<file path="src/rtl/cpu_pkg.sv">
// Shared CPU definitions: instruction field layout, opcodes and fetch-stage state encoding.
// Imported by the fetch stage and the control state machine.
package cpu_pkg;

  localparam int OPCODE_MSB = 15;
  localparam int OPCODE_LSB = 12;
  localparam int RD_MSB     = 11;
  localparam int RD_LSB     = 10;
  localparam int RS_MSB     = 9;
  localparam int RS_LSB     = 8;
  localparam int IMM_MSB    = 7;
  localparam int IMM_LSB    = 0;

  localparam logic [3:0] OP_MOVE1  = 4'b0000;
  localparam logic [3:0] OP_MOVE2  = 4'b0001;
  localparam logic [3:0] OP_MOVE3  = 4'b0010;
  localparam logic [3:0] OP_MOVE4  = 4'b0011;
  localparam logic [3:0] OP_ADD    = 4'b0100;
  localparam logic [3:0] OP_SUB    = 4'b0101;
  localparam logic [3:0] OP_AND    = 4'b0110;
  localparam logic [3:0] OP_OR     = 4'b0111;
  localparam logic [3:0] OP_LSHIFT = 4'b1000;
  localparam logic [3:0] OP_RSHIFT = 4'b1001;

  typedef enum logic [1:0] {
    IDLE = 2'd0,
    REQ  = 2'd1,
    DONE = 2'd2
  } fetch_state_e;

endpackage

</file>
<file path="src/rtl/fetch_watchdog.sv">
// Counts consecutive cycles with run=1 and flags the cycle in which the LIMIT-th one occurs.
// Used by instr_fetch only when FETCH_TIMEOUT_EN is defined.
module fetch_watchdog #(
  parameter int LIMIT = 15
) (
  input  logic clk,
  input  logic rst,
  input  logic clear,
  input  logic run,
  output logic expired
);

  localparam int CNT_W = (LIMIT > 1) ? $clog2(LIMIT) : 1;

  logic [CNT_W-1:0] cnt;

  assign expired = run && (cnt == CNT_W'(LIMIT - 1));

  // NOTE: reset is synchronous and active-low, so it lives inside the clocked branch only.
  always_ff @(posedge clk) begin
    if (!rst) begin
      cnt <= '0;
    end else if (clear) begin
      cnt <= '0;
    end else if (run && !expired) begin
      cnt <= cnt + 1'b1;
    end
  end

endmodule

</file>
<file path="src/rtl/instr_fetch.sv">
// Instruction fetch stage: reads one instruction per fetch pulse into IR and pulses ir_valid.
// Define FETCH_TIMEOUT_EN to add a request watchdog that raises the sticky fetch_err.
module instr_fetch
  import cpu_pkg::*;
#(
  parameter int ADDR_W         = 8,
  parameter int DATA_W         = 16,
  parameter int TIMEOUT_CYCLES = 15
) (
  input  logic              clk,
  input  logic              rst,
  input  logic              en_fetch_pulse,
  input  logic [ADDR_W-1:0] pc_addr,
  output logic              mem_req,
  output logic [ADDR_W-1:0] mem_addr,
  input  logic [DATA_W-1:0] mem_rdata,
  input  logic              mem_ack,
  output logic [DATA_W-1:0] ir,
  output logic [3:0]        opcode,
  output logic [1:0]        rd,
  output logic [1:0]        rs,
  output logic [7:0]        offset_addr,
  output logic              ir_valid,
  output logic              busy,
  output logic              fetch_overrun,
  output logic              fetch_err
);

  // The field slices below are fixed to a 16-bit instruction word.
  if (DATA_W != 16) begin : g_bad_data_w
    $error("instr_fetch: DATA_W must be 16");
  end
  if (TIMEOUT_CYCLES < 2) begin : g_bad_timeout
    $error("instr_fetch: TIMEOUT_CYCLES must be at least 2");
  end

  fetch_state_e state, state_nxt;
  logic         load_ir;
  logic         timeout;
  logic         wd_expired;

  always_ff @(posedge clk) begin
    if (!rst) begin
      state         <= IDLE;
      mem_addr      <= '0;
      ir            <= '0;
      fetch_overrun <= 1'b0;
    end else begin
      state <= state_nxt;
      if (state == IDLE && en_fetch_pulse) mem_addr <= pc_addr;
      if (load_ir) ir <= mem_rdata;
      if (en_fetch_pulse && state != IDLE) fetch_overrun <= 1'b1;
    end
  end

  // NOTE: every always_comb output gets a default first so no path can infer a latch.
  always_comb begin
    state_nxt = state;
    load_ir   = 1'b0;
    timeout   = 1'b0;
    case (state)
      IDLE: if (en_fetch_pulse) state_nxt = REQ;
      REQ: begin
        if (mem_ack) begin
          load_ir   = 1'b1;
          state_nxt = DONE;
        end else if (wd_expired) begin
          timeout   = 1'b1;
          state_nxt = IDLE;
        end
      end
      DONE:    state_nxt = IDLE;
      default: state_nxt = IDLE;
    endcase
  end

`ifdef FETCH_TIMEOUT_EN
  // An ack in the expiry cycle takes priority above, so the error only marks a real timeout.
  fetch_watchdog #(
    .LIMIT(TIMEOUT_CYCLES)
  ) u_watchdog (
    .clk    (clk),
    .rst    (rst),
    .clear  (state == IDLE && en_fetch_pulse),
    .run    (state == REQ),
    .expired(wd_expired)
  );

  always_ff @(posedge clk) begin
    if (!rst) begin
      fetch_err <= 1'b0;
    end else if (timeout) begin
      fetch_err <= 1'b1;
    end
  end
`else
  assign wd_expired = 1'b0;
  assign fetch_err  = 1'b0;
`endif

  assign mem_req     = (state == REQ);
  assign ir_valid    = (state == DONE);
  assign busy        = (state != IDLE);
  assign opcode      = ir[OPCODE_MSB:OPCODE_LSB];
  assign rd          = ir[RD_MSB:RD_LSB];
  assign rs          = ir[RS_MSB:RS_LSB];
  assign offset_addr = ir[IMM_MSB:IMM_LSB];

endmodule
</file>
<file path="config.mk">
export PLATFORM = sky130hd
export DESIGN_NAME = instr_fetch
export DESIGN_NICKNAME = d
export VERILOG_FILES = /design/src/rtl/cpu_pkg.sv /design/src/rtl/fetch_watchdog.sv /design/src/rtl/instr_fetch.sv
export SDC_FILE = /design/constraint.sdc
export NUM_CORES = 1
export LEC_CHECK = 0
export ABC_AREA = 1
export ABC_CLOCK_PERIOD_IN_PS = 1600
export BUFFER_PORTS_ARGS = -buffer_cell sky130_fd_sc_hd__buf_2
export CAP_MARGIN = 20
export CORE_MARGIN = 1
export CORE_UTILIZATION = 30
export DETAILED_ROUTE_END_ITERATION = 10
export GPL_TIMING_DRIVEN = 0
export SYNTH_ARGS = -nofsm -noshare
export SYNTH_HDL_FRONTEND = slang
export SYNTH_SLANG_ARGS = --single-unit
</file>
<file path="constraint.sdc">
create_clock -name clk -period 1.6 [get_ports clk]
set_input_delay 0.24 -clock clk [delete_from_list [all_inputs] [get_ports clk]]
set_output_delay 0.24 -clock clk [all_outputs]
set_load 0.02 [all_outputs]
</file>
==> metrics.txt, run 1 <==
YS warnings=0; CTS Buf Count=3; worst hold margin=about 190 ps; post-layout util=0.426; die width=roughly 67 um; die footprint=approximately 4500 sq um; RD Place Congestion=0.766; final net count=~290; H-tree depth=1; Area Overhead vs Synth=35.8%; Least-Margin Pin Slew=about 500 ps; DRC violations left=0; CP Class=reg -> out; RSZ-0062 raised after global routing=false; PD cells=876 nW/um^2; Hold Fails Final Rpt=0; syn avg cell area=~6.7 sq um; via count=roughly 1.2k; site row count=23; Hold Buf Count CTS=0; Post-CTS Setup Inserts=0; clk sinks=27; setup TNS=0 ps; global-route wire length before repair=4600 um; initial detailed-routing violation count=47; Mapped Area=between 1000 and 1500 sq um; final setup fails=0; share of layout cells above drive strength 1=0.385; Min Clock Period, post-route=approximately 1300 ps; Post-CTS Resized=0; # diodes=0; Post-DP HPWL=around 2100 um; CP Data Required Time=~1400 ps; Initial DRT Pass Iterations=4; Die Height=around 67 um; final slew viol count=0; TritonCTS clock tree=built; Worst Path Max Fanout=4; Max-slew headroom=0.663; Initial Util=0.314; wire length per cell=about 9.0 um; sequential cell area fraction in the yosys report=0.427; Max clock buf depth=2; IO Port Bufs=69; P_leak=around 1.1 nW; hold depth=3; vias per cell=between 3 and 4; CP Capture Type=output port; initial antenna violation count=0; GRT overflow=0; max-cap violation count=0; Core Box Area=approximately 4000 sq um; worst-skew pair later-pin latency=around 270 ps; Worst-path clk slew=around 90 ps; Post-Syn Nets=217; status=finished, final reports clean; Netlist cell types=16; Hold WC Path Type=in -> reg; CP Data Arrival Time=1040 ps; clock skew=4.20 ps; largest net degree at the start of global routing=15; worst IR drop on VDD=around 0.00029 V; global-route usage over all layers=0.137; Syn Inst Count=roughly 190; Tcrit/Tclk final=0.803; flop-to-flop setup slack=480 ps; vias in the first global route=around 1.0k; CTS root buffer=clkbuf_8; Reg2Reg Depth=5; Final ANT Viol Nets=0; fmax=between 700 and 800 MHz; CP Launch Type=register; io pins=between 70 and 80; Routed Wire Length=between 2000 and 3000 um; synthesis-stage register bit count=27
## placed cells by master, fill, tap and decap left out
cell type / netlist / layout
a21oi_1: 9 / 9
a21oi_2: 1 / 1
buf_1: 2 / 2
buf_2: 6 / 75
buf_4: 17 / 17
buf_6: 1 / 1
clkbuf_1: 0 / 1
clkbuf_8: 0 / 3
conb_1: 1 / 1
dfxtp_1: 27 / 27
inv_1: 27 / 27
inv_2: 1 / 1
nand2_1: 42 / 42
nand2_2: 1 / 1
nand3_1: 8 / 8
nand3_2: 1 / 1
nor2_1: 44 / 44
nor2_2: 1 / 1
## through the flow
stage	cells	instance area (sq um)	total power (W)	worst slack, ps
after global placement	308	1670	0.00114	477
final	312	1720	0.00151	316
after detailed placement	308	1670	0.00115	472
after CTS	312	1720	0.00153	302
after floorplan	189	1260	0.00102	560
after global routing	312	1720	0.00162	223
## per-layer routing
metal,vias to the layer above,share of wire,global-route usage
met2,40,0.44,0.215
met1,512,0.48,0.183
met5,-,0,0
li1,682,-,-
met4,0,0.012,0.0638
met3,2,0.063,0.0171
## synth_stat cells, drive strengths merged
cell    n  area share
nor2   45        0.14
nand2  43        0.13
inv    28       0.083
dfxtp  27        0.43
buf    26        0.14
a21oi  10       0.043
nand3   9       0.040
conb    1      0.0030
## path summary, 6_finish.rpt
check,from,endpoint
max,state[0],mem_req
max reg2reg,state[1],mem_addr[6]
min,mem_rdata[1],ir[1]
min reg2reg,mem_addr[1],mem_addr[1]
## worst max-delay path: stages, from the launching register on
cell and delay (ps):
dfxtp_1 400, inv_1 70, nor2_1 120, buf_2 180
## where the power goes
part           internal, W  leakage (nW)  switching, W
clock network     0.000178        0.0228      0.000200
logic             0.000153         0.831      0.000226
registers         0.000719         0.222     0.0000289
## registers in the layout, indices dropped and copies added, names as in the netlist
signal / count
mem_addr: 8
state: 2
ir: 16
fetch_overrun: 1
## cell type report
class | count | area, sq um
plain buffers | 26 | 176
fillers | 440 | 2310
multi-input cells | 108 | 443
inverters | 28 | 105
repair buffers | 69 | 345
flip-flops and latches | 27 | 541
well taps | 50 | 62.6
clock buffers | 4 | 45.0
## logic make-up (layout without fill, tap and decap cells)
logic type             Yosys count  count (layout)  share of synthesized area
AOI/OAI and AO/OA               10              10                     0.0425
buffers and inverters           54             127                      0.223
DFF                             27              27                      0.427
other                            1               1                    0.00296
and+or+nand+nor                 97              97                      0.305
Note: power is estimated with default switching activity, not from simulation.
==> inputs of run 2 (changes only) <==
--- a/config.mk
+++ b/config.mk
@@ -6,7 +6,7 @@
 export NUM_CORES = 1
 export LEC_CHECK = 0
 export ABC_AREA = 1
-export ABC_CLOCK_PERIOD_IN_PS = 1600
+export ABC_CLOCK_PERIOD_IN_PS = 1200
 export BUFFER_PORTS_ARGS = -buffer_cell sky130_fd_sc_hd__buf_2
 export CAP_MARGIN = 20
 export CORE_MARGIN = 1
==> constraint.sdc (replaced) <==
create_clock -name clk -period 1.2 [get_ports clk]
set_input_delay 0.18 -clock clk [delete_from_list [all_inputs] [get_ports clk]]
set_output_delay 0.18 -clock clk [all_outputs]
set_load 0.02 [all_outputs]
==> metrics.txt, run 2 (synthesis results as in run 1) <==
largest registers=ir: 16 flops, mem_addr: 8 flops, state: 2 flops; vias in the first global route=1,050 (+0.86%); die footprint=4480 sq um (unchanged); status=finished, final reports clean; fmax=882 MHz; Psw=0.000608 W (+33%); CTS Buf Count=3 (unchanged); vias per cell=3.98 (+0.49%); via count=1,242 (+0.49%); share of layout cells above drive strength 1=0.397 (+0.0115); share of power burned in the clock network=0.251 (about the same); worst IR drop on VDD=0.000389 V (+33%); GRT overflow=0 (unchanged); post-layout util=0.431 (+0.00435); DRC violations left=0 (unchanged); Least-Margin Pin Slew=503 ps (-2.45 ps); Max-slew headroom=0.665 (+0.00164); Routed Wire Length=2790 um (-0.78%); Initial DRT Pass Iterations=4 (unchanged); CP Launch Type=register; clk sinks=27 (unchanged); Worst Path Max Fanout=4 (unchanged); initial detailed-routing violation count=52 (+11%); fillers=438 (-0.45%); Post-DP Area=1670 sq um (unchanged); CP Class=reg -> out; Worst Hold Launch=mem_rdata[1]; WHS Endpoint=ir[1]; site row count=23 (unchanged); RSZ-0062 raised after global routing=false; Seq. cell area=546 sq um (+0.93%); TritonCTS clock tree=built; setup TNS=0 ps (unchanged); max-cap violation count=0 (unchanged); Comb power frac=0.254 (+0.002); register share of total power=0.495 (-0.002); final slew viol count=0 (unchanged); FF-to-FF End=mem_addr[6]; initial antenna violation count=0 (unchanged); crit path max-delay cell type=dfxtp_4; Min Clock Period, post-route=between 1000 and 1500 ps; Int Power=0.00140 W (+34%); # diodes=0 (unchanged); most common cell after layout, fill and taps aside=buf_2; Hold WC Path Type=in -> reg; Max clock buf depth=2 (unchanged); worst-skew pair later-pin latency=270 ps (about the same); Largest register FFs=16 (unchanged); PD cells=1160 nW/um^2 (+32%); RR Startpoint=state[1]; crit-path cells=inv_1, nand2_1, buf_2; global-route wire length before repair=4620 um (+0.61%); io pins=73 (unchanged); CTS root buffer=clkbuf_8; switching portion of total power=0.302 (-0.000531); area of the multi-input gates=445 sq um (+0.56%); global-route usage over all layers=0.137 (+0.000715); wire length per cell=8.96 um (-0.78%); family with the most delay on the worst path=flip-flops; CP Launch Point=state[0]; largest net degree at the start of global routing=15 (unchanged); final setup fails=0 (unchanged); Core Box Area=4030 sq um (unchanged); CP Data Arrival Time=950 ps (-90 ps); Tcrit/Tclk final=0.944; CP Capture Type=output port; clock skew=4.23 ps (+0.0342 ps); die width=66.9 um (unchanged); H-tree depth=1 (unchanged); Final ANT Viol Nets=0 (unchanged); final net count=291 (unchanged); Post-DP HPWL=2100 um (unchanged); Largest Register=ir; CP Data Required Time=1020 ps (-340 ps); Largest stage delay, worst path=370 ps (-30 ps); Initial Util=0.314 (unchanged); IO Port Bufs=69 (unchanged); cell area after layout=1740 sq um (+1.0%); flop-to-flop setup slack=80 ps (-400 ps); Reg2Reg Depth=5 (unchanged); most frequent cells in the layout=71 x buf_2, 43 x nor2_1, 42 x nand2_1; CP Buf/Inv Count=2 (unchanged); Worst-path clk slew=90 ps (about the same); P_leak=1.08 nW (+0.59%); Area Overhead vs Synth=37.2%; Hold Fails Final Rpt=0 (unchanged); Die Height=66.9 um (unchanged); hold depth=3 (unchanged); RD Place Congestion=0.766 (unchanged)
[run 2: changes by cell type in the layout (fill, tap and decap cells not counted), sizes merged]
cell,delta
clkbuf,+2
buf,-2
[run 2: power by group through the flow]
stage | Combinational [W] | Clock, W | Sequential, W
global route | 0.000576 | 0.000585 | 0.00101
global placement | 0.000507 | 0 | 0.00102
detailed placement | 0.000511 | 0 | 0.00102
finish | 0.000511 | 0.000505 | 0.000997
floorplan | 0.000271 | 0 | 0.00109
CTS | 0.000512 | 0.000529 | 0.000998
[run 2: worst max-delay path by stage]
stage | cells past startpoint | slack [ps] | to
final | 3 | 70 | busy
after global routing | 3 | 0.8 | mem_req
after CTS | 3 | 20 | mem_req
after detailed placement | 5 | 90 | mem_addr[6]
after global placement | 5 | 80 | mem_addr[6]
after floorplan | 4 | 160 | state[0]
[run 2: worst reg2reg max path: stages (launching register included)]
cell and delay (ps):
dfxtp_2 350, nor2_2 310, buf_6 200, nand3_1 70, nand2_1 60, nor2_1 40
[run 2: final cells by class]
| type | count | share of cell area |
|---|---|---|
| Tap cell | 50 | 0.0360 |
| Clock buffer | 4 | 0.0260 |
| Buffer | 26 | 0.106 |
| Inverter | 28 | 0.0606 |
| Multi-Input combinational cell | 108 | 0.257 |
| Timing Repair Buffer | 69 | 0.200 |
| Sequential cell | 27 | 0.314 |
[run 2: metal layers]
metal  up-vias  GRT usage  part of all wire
met3         2     0.0171             0.063
met5         -          0                 0
li1        685          -                 -
met4         0     0.0638             0.012
met1       515      0.183              0.47
met2        40      0.217              0.46
[run 2: through the flow]
step | hold WS (ps) | std cells | power [W] | setup slack (ps)
4_1_cts | 124 | 312 | 0.00204 | 16.1
5_1_grt | 119 | 312 | 0.00217 | 0.766
6_report | 129 | 312 | 0.00201 | 66.7
3_3_place_gp | 404 | 308 | 0.00152 | 77.2
2_1_floorplan | 315 | 189 | 0.00136 | 160
3_5_place_dp | 407 | 308 | 0.00153 | 86.4
[run 2: what timing repair did]
item                       4_1_cts  5_1_grt
hold buffers                     0        0
buffers inserted                 0        0
resized for setup                1        8
setup endpoints to repair        1       10
